`config.mk`:
```
export PLATFORM = sky130hd
export DESIGN_NAME = readout_seq
export DESIGN_NICKNAME = d
export VERILOG_FILES = /design/src/rtl/readout_pkg.sv /design/src/rtl/ro_window_gen.sv /design/src/rtl/readout_seq.sv
export SDC_FILE = /design/constraint.sdc
export NUM_CORES = 1
export LEC_CHECK = 0
export CORE_MARGIN = 2
export CORE_UTILIZATION = 50
export DETAILED_ROUTE_END_ITERATION = 6
export PLACE_DENSITY = 0.81
export SYNTH_ARGS = -nofsm -noshare
export SYNTH_HDL_FRONTEND = slang
export SYNTH_HIERARCHICAL = 1
export SYNTH_SLANG_ARGS = --single-unit
```
`constraint.sdc`:
```
create_clock -name CLKM -period 5.9 [get_ports CLKM]
set_input_delay 1.18 -clock CLKM [delete_from_list [all_inputs] [get_ports CLKM]]
set_output_delay 1.18 -clock CLKM [all_outputs]
set_load 0.02 [all_outputs]
```
`src/rtl/readout_pkg.sv`:
```
// Shared definitions for the readout sequencer: one-hot state encoding, default
// widths and the sample-window compare used by both the readout and exposure sides.
package readout_pkg;

  localparam int ROW_W_DEF = 10;
  localparam int CNT_W_DEF = 32;
  // Wide enough that start+len never wraps for any CNT_W up to 64.
  localparam int WIN_W = 64;

  localparam logic [4:0] ST_IDLE_OH    = 5'b00001;
  localparam logic [4:0] ST_LATCH_OH   = 5'b00010;
  localparam logic [4:0] ST_ROW_OH     = 5'b00100;
  localparam logic [4:0] ST_ROW_END_OH = 5'b01000;
  localparam logic [4:0] ST_RELEASE_OH = 5'b10000;

  typedef enum logic [4:0] {
    IDLE    = ST_IDLE_OH,
    LATCH   = ST_LATCH_OH,
    ROW     = ST_ROW_OH,
    ROW_END = ST_ROW_END_OH,
    RELEASE = ST_RELEASE_OH
  } ro_state_e;

  function automatic logic win_hit(input logic [WIN_W:0] cnt,
                                   input logic [WIN_W:0] start,
                                   input logic [WIN_W:0] len);
    return (cnt >= start) && (cnt < start + len);
  endfunction

endpackage

```
`src/rtl/ro_window_gen.sv`:
```
// Registered SHR/SHS/ADC_START decode. Fed with the next-state count so the
// strobes line up with the row counter value of the cycle they appear in.
module ro_window_gen
  import readout_pkg::*;
#(
  parameter int CNT_W = CNT_W_DEF
) (
  input  logic             CLKM,
  input  logic             rst,
  input  logic             row_en_i,
  input  logic [CNT_W-1:0] cnt_i,
  input  logic [CNT_W-1:0] shr_start_i,
  input  logic [CNT_W-1:0] shr_len_i,
  input  logic [CNT_W-1:0] shs_start_i,
  input  logic [CNT_W-1:0] shs_len_i,
  input  logic [CNT_W-1:0] adc_i,
  output logic             shr_o,
  output logic             shs_o,
  output logic             adc_start_o
);

  logic [WIN_W:0] cnt_x;
  logic           shr_q, shs_q, adc_q;
  logic           shr_d, shs_d, adc_d;

  assign cnt_x = (WIN_W+1)'(cnt_i);

  always_comb begin
    shr_d = row_en_i && win_hit(cnt_x, (WIN_W+1)'(shr_start_i), (WIN_W+1)'(shr_len_i));
    shs_d = row_en_i && win_hit(cnt_x, (WIN_W+1)'(shs_start_i), (WIN_W+1)'(shs_len_i));
    adc_d = row_en_i && (cnt_i >= adc_i);
  end

  always_ff @(posedge CLKM) begin
    if (rst) begin
      shr_q <= 1'b0;
      shs_q <= 1'b0;
      adc_q <= 1'b0;
    end else begin
      shr_q <= shr_d;
      shs_q <= shs_d;
      adc_q <= adc_d;
    end
  end

  assign shr_o       = shr_q;
  assign shs_o       = shs_q;
  assign adc_start_o = adc_q;

endmodule

```
`src/rtl/readout_seq.sv`:
```
// Row-readout sequencer: trigger/re_busy four-phase handshake, per-row strobes and
// a ready/valid row token. Optional frame counter and token tag via RO_FRAME_CNT_EN.
module readout_seq
  import readout_pkg::*;
#(
  parameter int ROW_W = ROW_W_DEF,
  parameter int CNT_W = CNT_W_DEF
) (
  input  logic             CLKM,
  input  logic             rst,
  input  logic             trigger_i,
  output logic             re_busy,
  input  logic [ROW_W-1:0] NUM_ROW,
  input  logic [CNT_W-1:0] T_row,
  input  logic [CNT_W-1:0] T_shr_start,
  input  logic [CNT_W-1:0] T_shr_len,
  input  logic [CNT_W-1:0] T_shs_start,
  input  logic [CNT_W-1:0] T_shs_len,
  input  logic [CNT_W-1:0] T_adc,
  output logic [ROW_W-1:0] ROWADD_RO,
  output logic             PIXSEL,
  output logic             SHR,
  output logic             SHS,
  output logic             ADC_START,
  output logic             row_valid,
  input  logic             row_ready,
  output logic [ROW_W-1:0] row_idx,
  output logic             frame_done
`ifdef RO_FRAME_CNT_EN
  ,
  output logic [15:0]      frame_cnt,
  output logic [15:0]      tok_tag
`endif
);

  ro_state_e        state_q, state_d;
  logic [CNT_W-1:0] cnt_q, cnt_d;
  logic [ROW_W-1:0] row_q, row_d;
  logic [ROW_W-1:0] nrow_q, nrow_d;
  logic [CNT_W-1:0] trow_q, trow_d;
  logic [CNT_W-1:0] shr_start_q, shr_start_d, shr_len_q, shr_len_d;
  logic [CNT_W-1:0] shs_start_q, shs_start_d, shs_len_q, shs_len_d;
  logic [CNT_W-1:0] adc_q, adc_d;
  logic             re_busy_q, re_busy_d;
  logic             pixsel_q, pixsel_d;
  logic [ROW_W-1:0] rowadd_q, rowadd_d;
  logic             row_valid_q, row_valid_d;
  logic [ROW_W-1:0] row_idx_q, row_idx_d;
  logic             frame_done_q, frame_done_d;

  always_comb begin
    state_d      = state_q;
    cnt_d        = cnt_q;
    row_d        = row_q;
    nrow_d       = nrow_q;
    trow_d       = trow_q;
    shr_start_d  = shr_start_q;
    shr_len_d    = shr_len_q;
    shs_start_d  = shs_start_q;
    shs_len_d    = shs_len_q;
    adc_d        = adc_q;
    re_busy_d    = re_busy_q;
    row_idx_d    = row_idx_q;
    frame_done_d = 1'b0;

    case (state_q)
      IDLE: begin
        re_busy_d = 1'b0;
        if (trigger_i) state_d = LATCH;
      end
      LATCH: begin
        // Timings are frozen here; later input changes only affect the next frame.
        re_busy_d   = 1'b1;
        nrow_d      = NUM_ROW;
        trow_d      = (T_row == '0) ? CNT_W'(1) : T_row;
        shr_start_d = T_shr_start;
        shr_len_d   = T_shr_len;
        shs_start_d = T_shs_start;
        shs_len_d   = T_shs_len;
        adc_d       = T_adc;
        row_d       = '0;
        cnt_d       = '0;
        if (NUM_ROW == '0) begin
          state_d      = RELEASE;
          frame_done_d = 1'b1;
        end else begin
          state_d = ROW;
        end
      end
      ROW: begin
        if (cnt_q == trow_q - CNT_W'(1)) begin
          cnt_d     = '0;
          row_idx_d = row_q;
          state_d   = ROW_END;
        end else begin
          cnt_d = cnt_q + CNT_W'(1);
        end
      end
      ROW_END: begin
        if (row_ready) begin
          if (row_q == nrow_q - ROW_W'(1)) begin
            state_d      = RELEASE;
            frame_done_d = 1'b1;
          end else begin
            row_d   = row_q + ROW_W'(1);
            state_d = ROW;
          end
        end
      end
      RELEASE: begin
        if (!trigger_i) begin
          re_busy_d = 1'b0;
          state_d   = IDLE;
        end
      end
      default: begin
        re_busy_d = 1'b0;
        state_d   = IDLE;
      end
    endcase

    // Outputs are registered from the next state so they align with state_q.
    pixsel_d    = (state_d == ROW);
    rowadd_d    = (state_d == ROW) ? row_d : '0;
    row_valid_d = (state_d == ROW_END);
  end

  always_ff @(posedge CLKM) begin
    if (rst) begin
      state_q      <= IDLE;
      cnt_q        <= '0;
      row_q        <= '0;
      nrow_q       <= '0;
      trow_q       <= '0;
      shr_start_q  <= '0;
      shr_len_q    <= '0;
      shs_start_q  <= '0;
      shs_len_q    <= '0;
      adc_q        <= '0;
      re_busy_q    <= 1'b0;
      pixsel_q     <= 1'b0;
      rowadd_q     <= '0;
      row_valid_q  <= 1'b0;
      row_idx_q    <= '0;
      frame_done_q <= 1'b0;
    end else begin
      state_q      <= state_d;
      cnt_q        <= cnt_d;
      row_q        <= row_d;
      nrow_q       <= nrow_d;
      trow_q       <= trow_d;
      shr_start_q  <= shr_start_d;
      shr_len_q    <= shr_len_d;
      shs_start_q  <= shs_start_d;
      shs_len_q    <= shs_len_d;
      adc_q        <= adc_d;
      re_busy_q    <= re_busy_d;
      pixsel_q     <= pixsel_d;
      rowadd_q     <= rowadd_d;
      row_valid_q  <= row_valid_d;
      row_idx_q    <= row_idx_d;
      frame_done_q <= frame_done_d;
    end
  end

  ro_window_gen #(
    .CNT_W (CNT_W)
  ) u_win (
    .CLKM        (CLKM),
    .rst         (rst),
    .row_en_i    (state_d == ROW),
    .cnt_i       (cnt_d),
    .shr_start_i (shr_start_d),
    .shr_len_i   (shr_len_d),
    .shs_start_i (shs_start_d),
    .shs_len_i   (shs_len_d),
    .adc_i       (adc_d),
    .shr_o       (SHR),
    .shs_o       (SHS),
    .adc_start_o (ADC_START)
  );

  assign re_busy    = re_busy_q;
  assign PIXSEL     = pixsel_q;
  assign ROWADD_RO  = rowadd_q;
  assign row_valid  = row_valid_q;
  assign row_idx    = row_idx_q;
  assign frame_done = frame_done_q;

`ifdef RO_FRAME_CNT_EN
  logic [15:0] frame_cnt_q;

  always_ff @(posedge CLKM) begin
    if (rst) begin
      frame_cnt_q <= '0;
    end else if (frame_done_d) begin
      frame_cnt_q <= frame_cnt_q + 16'd1;
    end
  end

  assign frame_cnt = frame_cnt_q;
  assign tok_tag   = 16'({frame_cnt_q[5:0], row_idx_q});
`endif

endmodule

```
==> impl_metrics.py, run 1 <==
metrics = {
    "route": {
        "wl_mm": 61.0,
        "antenna_left": 0,
        "num_vias": 19700,
        "wl_per_cell_um": 18.0,
        "first_pass_iters": 7,
        "drcViolationCount": 0,
        "drtIter0Drc": 1480,
        "vias_per_cell": 5.80,
    },
    "clock_tree": {
        "clock_path_buffers": 3,
        "clkLatencyLatePin_ns": 0.60,
        "path_clk_slew_ns": 0.06,
        "clock-sinks": 276,
        "cts_tree": "done",
        "numCtsBuffers": 31,
        "root_buffer": "clkbuf_16",
        "h-tree-depth": 1,
        "cts_hold_buffers": 0,
    },
    "placement": {
        "io_buffers": 232,
        "place.gp.congestion": 0.955,
        "place_area_sq_um": 22700,
        "hpwl_mm": 46.8,
        "place_inst": 3333,
    },
    "cells_and_area": {
        "mostFrequentLayoutCell": "nand2_1",
        "finalNonFillerCells": 3392,
        "utilization_pct": 61.5,
        "regArea_sq_um": 5530,
        "multi_input_area_sq_um": 13300,
        "antenna_cells": 0,
        "fillerInstances": 3432,
        "fin_area_sq_um": 23900,
        "finalNetCount": 3283,
        "final_cell_mix": "nand2_1, a21oi_1, dfxtp_1",
        "syn_to_final_growth_pct": 21.0,
        "layout-drive-gt1-share_pct": 6.02,
    },
    "power_and_ir_drop": {
        "ir_drop_uv": 217,
        "power_leakage_nw": 10.8,
        "powerDensity_nw_per_um2": 205,
    },
    "logic_synthesis": {
        "netlist_instances": 2656,
        "syn_area_sq_um": 19700,
        "ys.flop_type": "dfxtp_1",
        "syn-num-nets": 3090,
        "synth_edf_count": 0,
        "ys_seq_area_share_pct": 28.0,
        "synth-seq-cells": 276,
        "yosys-top-cells-area": "dfxtp_1, ha_1, nand2_1",
        "synth-async-reset-ratio_pct": 0,
        "yosysWarningCount": 6,
        "yosysTopAreaCell": "dfxtp_1",
        "postSynthAreaPerCell_sq_um": 7.44,
        "synth_cell_types": 91,
        "netlist.area_leader.share_pct": 28.0,
    },
    "global_routing": {
        "overflow": 0,
        "grt_pass1_wl_mm": 95.6,
        "track_usage_pct": 28.6,
        "grt_pass1_vias": 18800,
        "grt_max_degree": 155,
        "antenna_found_initial": 0,
    },
    "sta": {
        "slew_headroom_pct": 21.9,
        "hold_viol": 0,
        "fin_skew_ns": 0.0246,
        "final-setup-viol-count": 0,
        "drv_slew": 0,
        "fmax_mhz": 173,
        "hold_ws_ns": 0.462,
        "period_needed_ns": 5.77,
        "finalCritPeriodShare_pct": 97.8,
        "worst_slew_pin_slew_ns": 1.16,
    },
    "worst_setup_path": {
        "crit_arrival_ns": 6.22,
        "endpoint_kind": "flop",
        "crit_fanout": 10,
        "critical_path_class": "flop to flop",
        "crit_required_ns": 6.35,
        "crit_path_start_kind": "flop",
    },
    "floorplanning": {
        "core-area_sq_um": 38800,
        "io_pins": 233,
        "initial_core_util_pct": 50.9,
        "chipWidth_um": 203,
        "die_area_sq_um": 41100,
        "die_h_um": 203,
        "rows": 72,
    },
    "job": {
        "maxCapViolCount": 0,
    },
    "worst_hold_path": {
        "hp-class": "flop to flop",
    },
    "status": {
        "status": "complete, no violations",
    },
}
-- logic make-up after synthesis --
kind of cell	Yosys count	share of synthesized area, %
adders and majority gates	228	14.5
buffers and inverters	255	4.94
AOI/OAI and AO/OA	663	21.7
DFF	276	28.0
and+or+nand+nor	1110	25.2
xor gates and xnor gates	110	4.88
muxes	14	0.716
-- what timing repair did --
action	4_1_cts	5_1_grt
setup buffers	0	1
resized for setup	4	14
pin swaps	0	4
setup endpoints to repair	2	3
-- final timing paths --
kind                            cells after the start                   endpoint  slack [ns]                 startpoint
worst max-delay path                               18     u_win/shs_o$_SDFF_PP0_        0.13     trow_q[7]$_SDFFE_PP0P_
worst min register to register                      2  shs_start_q[4]$_SDFF_PP0_        0.46  shs_start_q[4]$_SDFF_PP0_
worst max register to register                     18     u_win/shs_o$_SDFF_PP0_        0.13     trow_q[7]$_SDFFE_PP0P_
worst min-delay path                                2  shs_start_q[4]$_SDFF_PP0_        0.46  shs_start_q[4]$_SDFF_PP0_
-- cells in the mapped netlist, types with 39 or more instances --
cell	count
nand2_1	671
a21oi_1	310
dfxtp_1	276
ha_1	226
inv_1	125
clkbuf_1	118
nor2_1	105
a21o_1	98
xnor2_1	58
nand3_1	53
o21ai_0	53
xor2_1	52
nor3_1	43
nand4_1	39
-- cell type report --
cell class                 instances  share of cell area, %
clock buffer                      44                   3.75
clock inverter                    14                  0.885
inverter                         125                   1.96
multi-input combinational       2125                   55.8
sequential                       276                   23.1
tap                              518                   2.71
timing repair buffer             290                   11.8
-- where the power goes --
part	leakage, nW	total (mW)	switching (mW)	internal [mW]
registers	2.23	1.92	0.0236	1.90
logic	8.02	0.889	0.483	0.405
clock network	0.539	2.08	0.809	1.27
total	10.8	4.89	1.32	3.58
-- metrics by stage --
step / setup TNS, ns / setup slack (ns) / total power [mW]
5_1_grt: -0.00599 / -0.00599 / 5.07
3_3_place_gp: -0.249 / -0.168 / 2.80
6_report: 0 / 0.128 / 4.89
3_5_place_dp: -0.496 / -0.315 / 2.82
4_1_cts: 0 / 0.0235 / 4.90
2_1_floorplan: 0 / 0.486 / 2.48
-- worst max-delay path: stages (launching register included) --
cell      delay [ns]
dfxtp_1         0.37
or4_4           0.60
or4_4           0.63
nor4_4          0.26
xnor2_1         0.10
a211o_1         0.28
a2111o_1        0.35
or4_1           0.56
buf_4           0.21
o211ai_1        0.08
o21ai_0         0.44
ha_1            0.42
a211oi_1        0.23
or3_1           0.15
a21oi_1         0.08
o21ai_0         0.24
a21oi_1         0.14
o311ai_1        0.40
a21oi_1         0.11
-- layer usage --
layer,vias up,GRT usage [%],share of wire [%]
met2,598,50.0,48
met1,9228,35.5,42
met4,0,11.9,4.2
li1,9709,-,-
met3,142,3.64,5.7
met5,-,0,0
-- registers in the layout (all words and copies together), names as in the netlist, 10 cells and up --
name	flops
adc_q	32
cnt_q	32
shr_len_q	32
shr_start_q	32
shs_len_q	32
shs_start_q	32
trow_q	32
ROWADD_RO	10
nrow_q	10
row_idx	10
row_q	10
(Power assumes the default switching activity.)
==> inputs of run 2 (changes only) <==
--- a/config.mk
+++ b/config.mk
@@ -5,7 +5,7 @@
 export SDC_FILE = /design/constraint.sdc
 export NUM_CORES = 1
 export LEC_CHECK = 0
-export CORE_MARGIN = 2
+export CORE_ASPECT_RATIO = 1.1
 export CORE_UTILIZATION = 50
 export DETAILED_ROUTE_END_ITERATION = 6
 export PLACE_DENSITY = 0.81
==> run 2 against run 1 <==
Setup slack gained 0.22 ns. Combinational power shrank 0.8%. Wire length shrank 2.5%. Sequential cell count is the same. Critical path type unchanged. Critical path depth grew 2. Global-route usage shrank 0.11 points. Clock-buffer cell count shrank 9.
==> impl_metrics.py, run 2 (synthesis results as in run 1) <==
metrics = {
    "global_routing": {
        "grt_pass1_vias": 19400,
        "grt_max_degree": 101,
        "track_usage_pct": 28.5,
        "antenna_found_initial": 0,
        "grt_pass1_wl_mm": 93.6,
        "overflow": 0,
    },
    "sta": {
        "grt_setup_unrepaired": "no",
        "period_needed_ns": 5.56,
        "hold_viol": 0,
        "fin_skew_ns": 0.0177,
        "fmax_mhz": 180,
        "finalSetupTns_ns": 0,
        "worst_slew_pin_slew_ns": 1.09,
        "slew_headroom_pct": 27.2,
        "final-setup-viol-count": 0,
        "drv_slew": 0,
        "finalCritPeriodShare_pct": 94.2,
    },
    "worst_setup_path": {
        "critical_path_class": "flop to flop",
        "crit_arrival_ns": 6.02,
        "r2r_cells": 20,
        "endpoint_kind": "flop",
        "r2r_slack_ns": 0.34,
        "crit_path_start_kind": "flop",
        "timing.rr.start": "trow_q[7]$_SDFFE_PP0P_",
        "reg2reg_to": "u_win/shs_o$_SDFF_PP0_",
        "crit_required_ns": 6.36,
        "crit_path_end": "u_win/shs_o$_SDFF_PP0_",
        "crit_fanout": 22,
        "timing.critical_path.from": "trow_q[7]$_SDFFE_PP0P_",
    },
    "cells_and_area": {
        "finalNetCount": 3292,
        "antenna_cells": 0,
        "layout-drive-gt1-share_pct": 6.35,
        "mostFrequentLayoutCell": "nand2_1",
        "utilization_pct": 61.1,
        "syn_to_final_growth_pct": 20.9,
        "final_cell_mix": "nand2_1, a21oi_1, dfxtp_1",
    },
    "clock_tree": {
        "root_buffer": "clkbuf_16",
        "numCtsBuffers": 30,
        "path_clk_slew_ns": 0.07,
        "h-tree-depth": 1,
        "cts_tree": "done",
        "clkLatencyLatePin_ns": 0.59,
        "clock-sinks": 276,
        "clock_path_buffers": 3,
    },
    "placement": {
        "place.gp.congestion": 0.966,
        "io_buffers": 232,
        "hpwl_mm": 45.4,
    },
    "route": {
        "num_vias": 19900,
        "wl_mm": 59.5,
        "wl_per_cell_um": 17.6,
        "drtIter0Drc": 1388,
        "drcViolationCount": 0,
        "vias_per_cell": 5.88,
        "antenna_left": 0,
        "first_pass_iters": 6,
    },
    "power_and_ir_drop": {
        "powerDensity_nw_per_um2": 201,
        "ir_drop_uv": 286,
        "power_switching_mw": 1.32,
        "fin_total_pwr_mw": 4.80,
        "pwr-share-comb_pct": 18.4,
        "power_frac_clock_pct": 41.6,
        "pwr-share-seq_pct": 40.1,
        "p_sw_share_pct": 27.6,
        "p_int_mw": 3.48,
        "power_leakage_nw": 10.8,
    },
    "worst_hold_path": {
        "hp-class": "flop to flop",
    },
    "floorplanning": {
        "io_pins": 233,
        "core-area_sq_um": 39100,
        "die_h_um": 210,
        "die_area_sq_um": 40300,
        "rows": 76,
        "chipWidth_um": 191,
        "initial_core_util_pct": 50.5,
    },
    "job": {
        "maxCapViolCount": 0,
    },
    "status": {
        "status": "complete, no violations",
    },
}
==> run 2: changes by cell type in the layout (fill, tap and decap cells not counted), moves of 2 or more <==
cell,before,now
o311ai_1,1,3
nor2_1,103,100
nor2_4,0,2
o21ai_0,50,53
buf_4,54,62
clkinvlp_4,2,4
o311ai_2,2,0
clkbuf_1,6,1
clkbuf_8,7,3
clkinv_2,4,9
o21ai_1,6,4
==> run 2: worst max-delay path, stage by stage (launching register included) <==
cell and delay, ns:
dfxtp_1 0.32, or4_1 0.62, or4_4 0.61, nor4_2 0.26
xnor2_1 0.11, a211o_1 0.27, a2111o_1 0.31, buf_4 0.15
nor4_4 0.26, buf_12 0.23, a211oi_1 0.06, a21o_1 0.21
ha_1 0.32, a21o_1 0.16, a21o_1 0.18, a2111oi_2 0.46
a21oi_1 0.12, o21ai_0 0.25, a21oi_1 0.13, o311ai_0 0.31
a21oi_1 0.10
==> run 2: worst min path at each step <==
stage | startpoint | endpoint | slack [ns] | cells after the start
floorplan | adc_q[0]$_SDFF_PP0_ | adc_q[0]$_SDFF_PP0_ | 0.44 | 2
detailed placement | shr_len_q[11]$_SDFF_PP0_ | shr_len_q[11]$_SDFF_PP0_ | 0.46 | 2
finish | adc_q[14]$_SDFF_PP0_ | adc_q[14]$_SDFF_PP0_ | 0.46 | 2
global placement | shs_len_q[19]$_SDFF_PP0_ | shs_len_q[19]$_SDFF_PP0_ | 0.45 | 2
CTS | shr_len_q[8]$_SDFF_PP0_ | shr_len_q[8]$_SDFF_PP0_ | 0.46 | 2
global route | shs_len_q[15]$_SDFF_PP0_ | shs_len_q[15]$_SDFF_PP0_ | 0.48 | 2
==> run 2: per-layer routing <==
layer / up-vias / routed length [um] / track usage, %
li1: 9709 / - / -
met1: 9336 / 24700 / 34.9
met2: 717 / 28700 / 50.2
met3: 156 / 3850 / 3.41
met4: 0 / 2220 / 11.5
met5: - / 0 / 0
==> run 2: cell type report <==
class	count	area, sq um
well taps	507	634
flip-flops and latches	276	5530
repair buffers	299	2890
multi-input cells	2126	13300
clock inverters	20	221
clock buffers	35	821
inverters	125	469
fillers	3497	15200
==> run 2: what timing repair did <==
action                                  CTS  global route
cloned                                    0             2
buffers inserted                          0             3
hold buffers                              0             0
pin swaps                                 0             3
hold endpoints to repair                  0             0
gates resized for setup                   1            13
endpoints found under the setup margin    1             2
==> run 2: power groups by stage <==
stage / Sequential [mW] / Combinational, mW / Clock [mW]
finish: 1.92 / 0.882 / 2.00
global route: 1.93 / 0.965 / 2.10
CTS: 1.92 / 0.864 / 2.03
detailed placement: 1.96 / 0.860 / 0
global placement: 1.96 / 0.835 / 0
floorplan: 1.96 / 0.528 / 0
==> run 2: metrics by stage <==
stage	std cells	worst slack, ns	hold WS [ns]	area (sq um)
after floorplan	2656	0.486	0.444	19700
after global placement	3328	-0.0336	0.450	22700
after detailed placement	3328	-0.110	0.455	22700
after CTS	3383	0.0778	0.464	23800
after global routing	3388	0.0529	0.476	23900
final	3388	0.343	0.462	23900
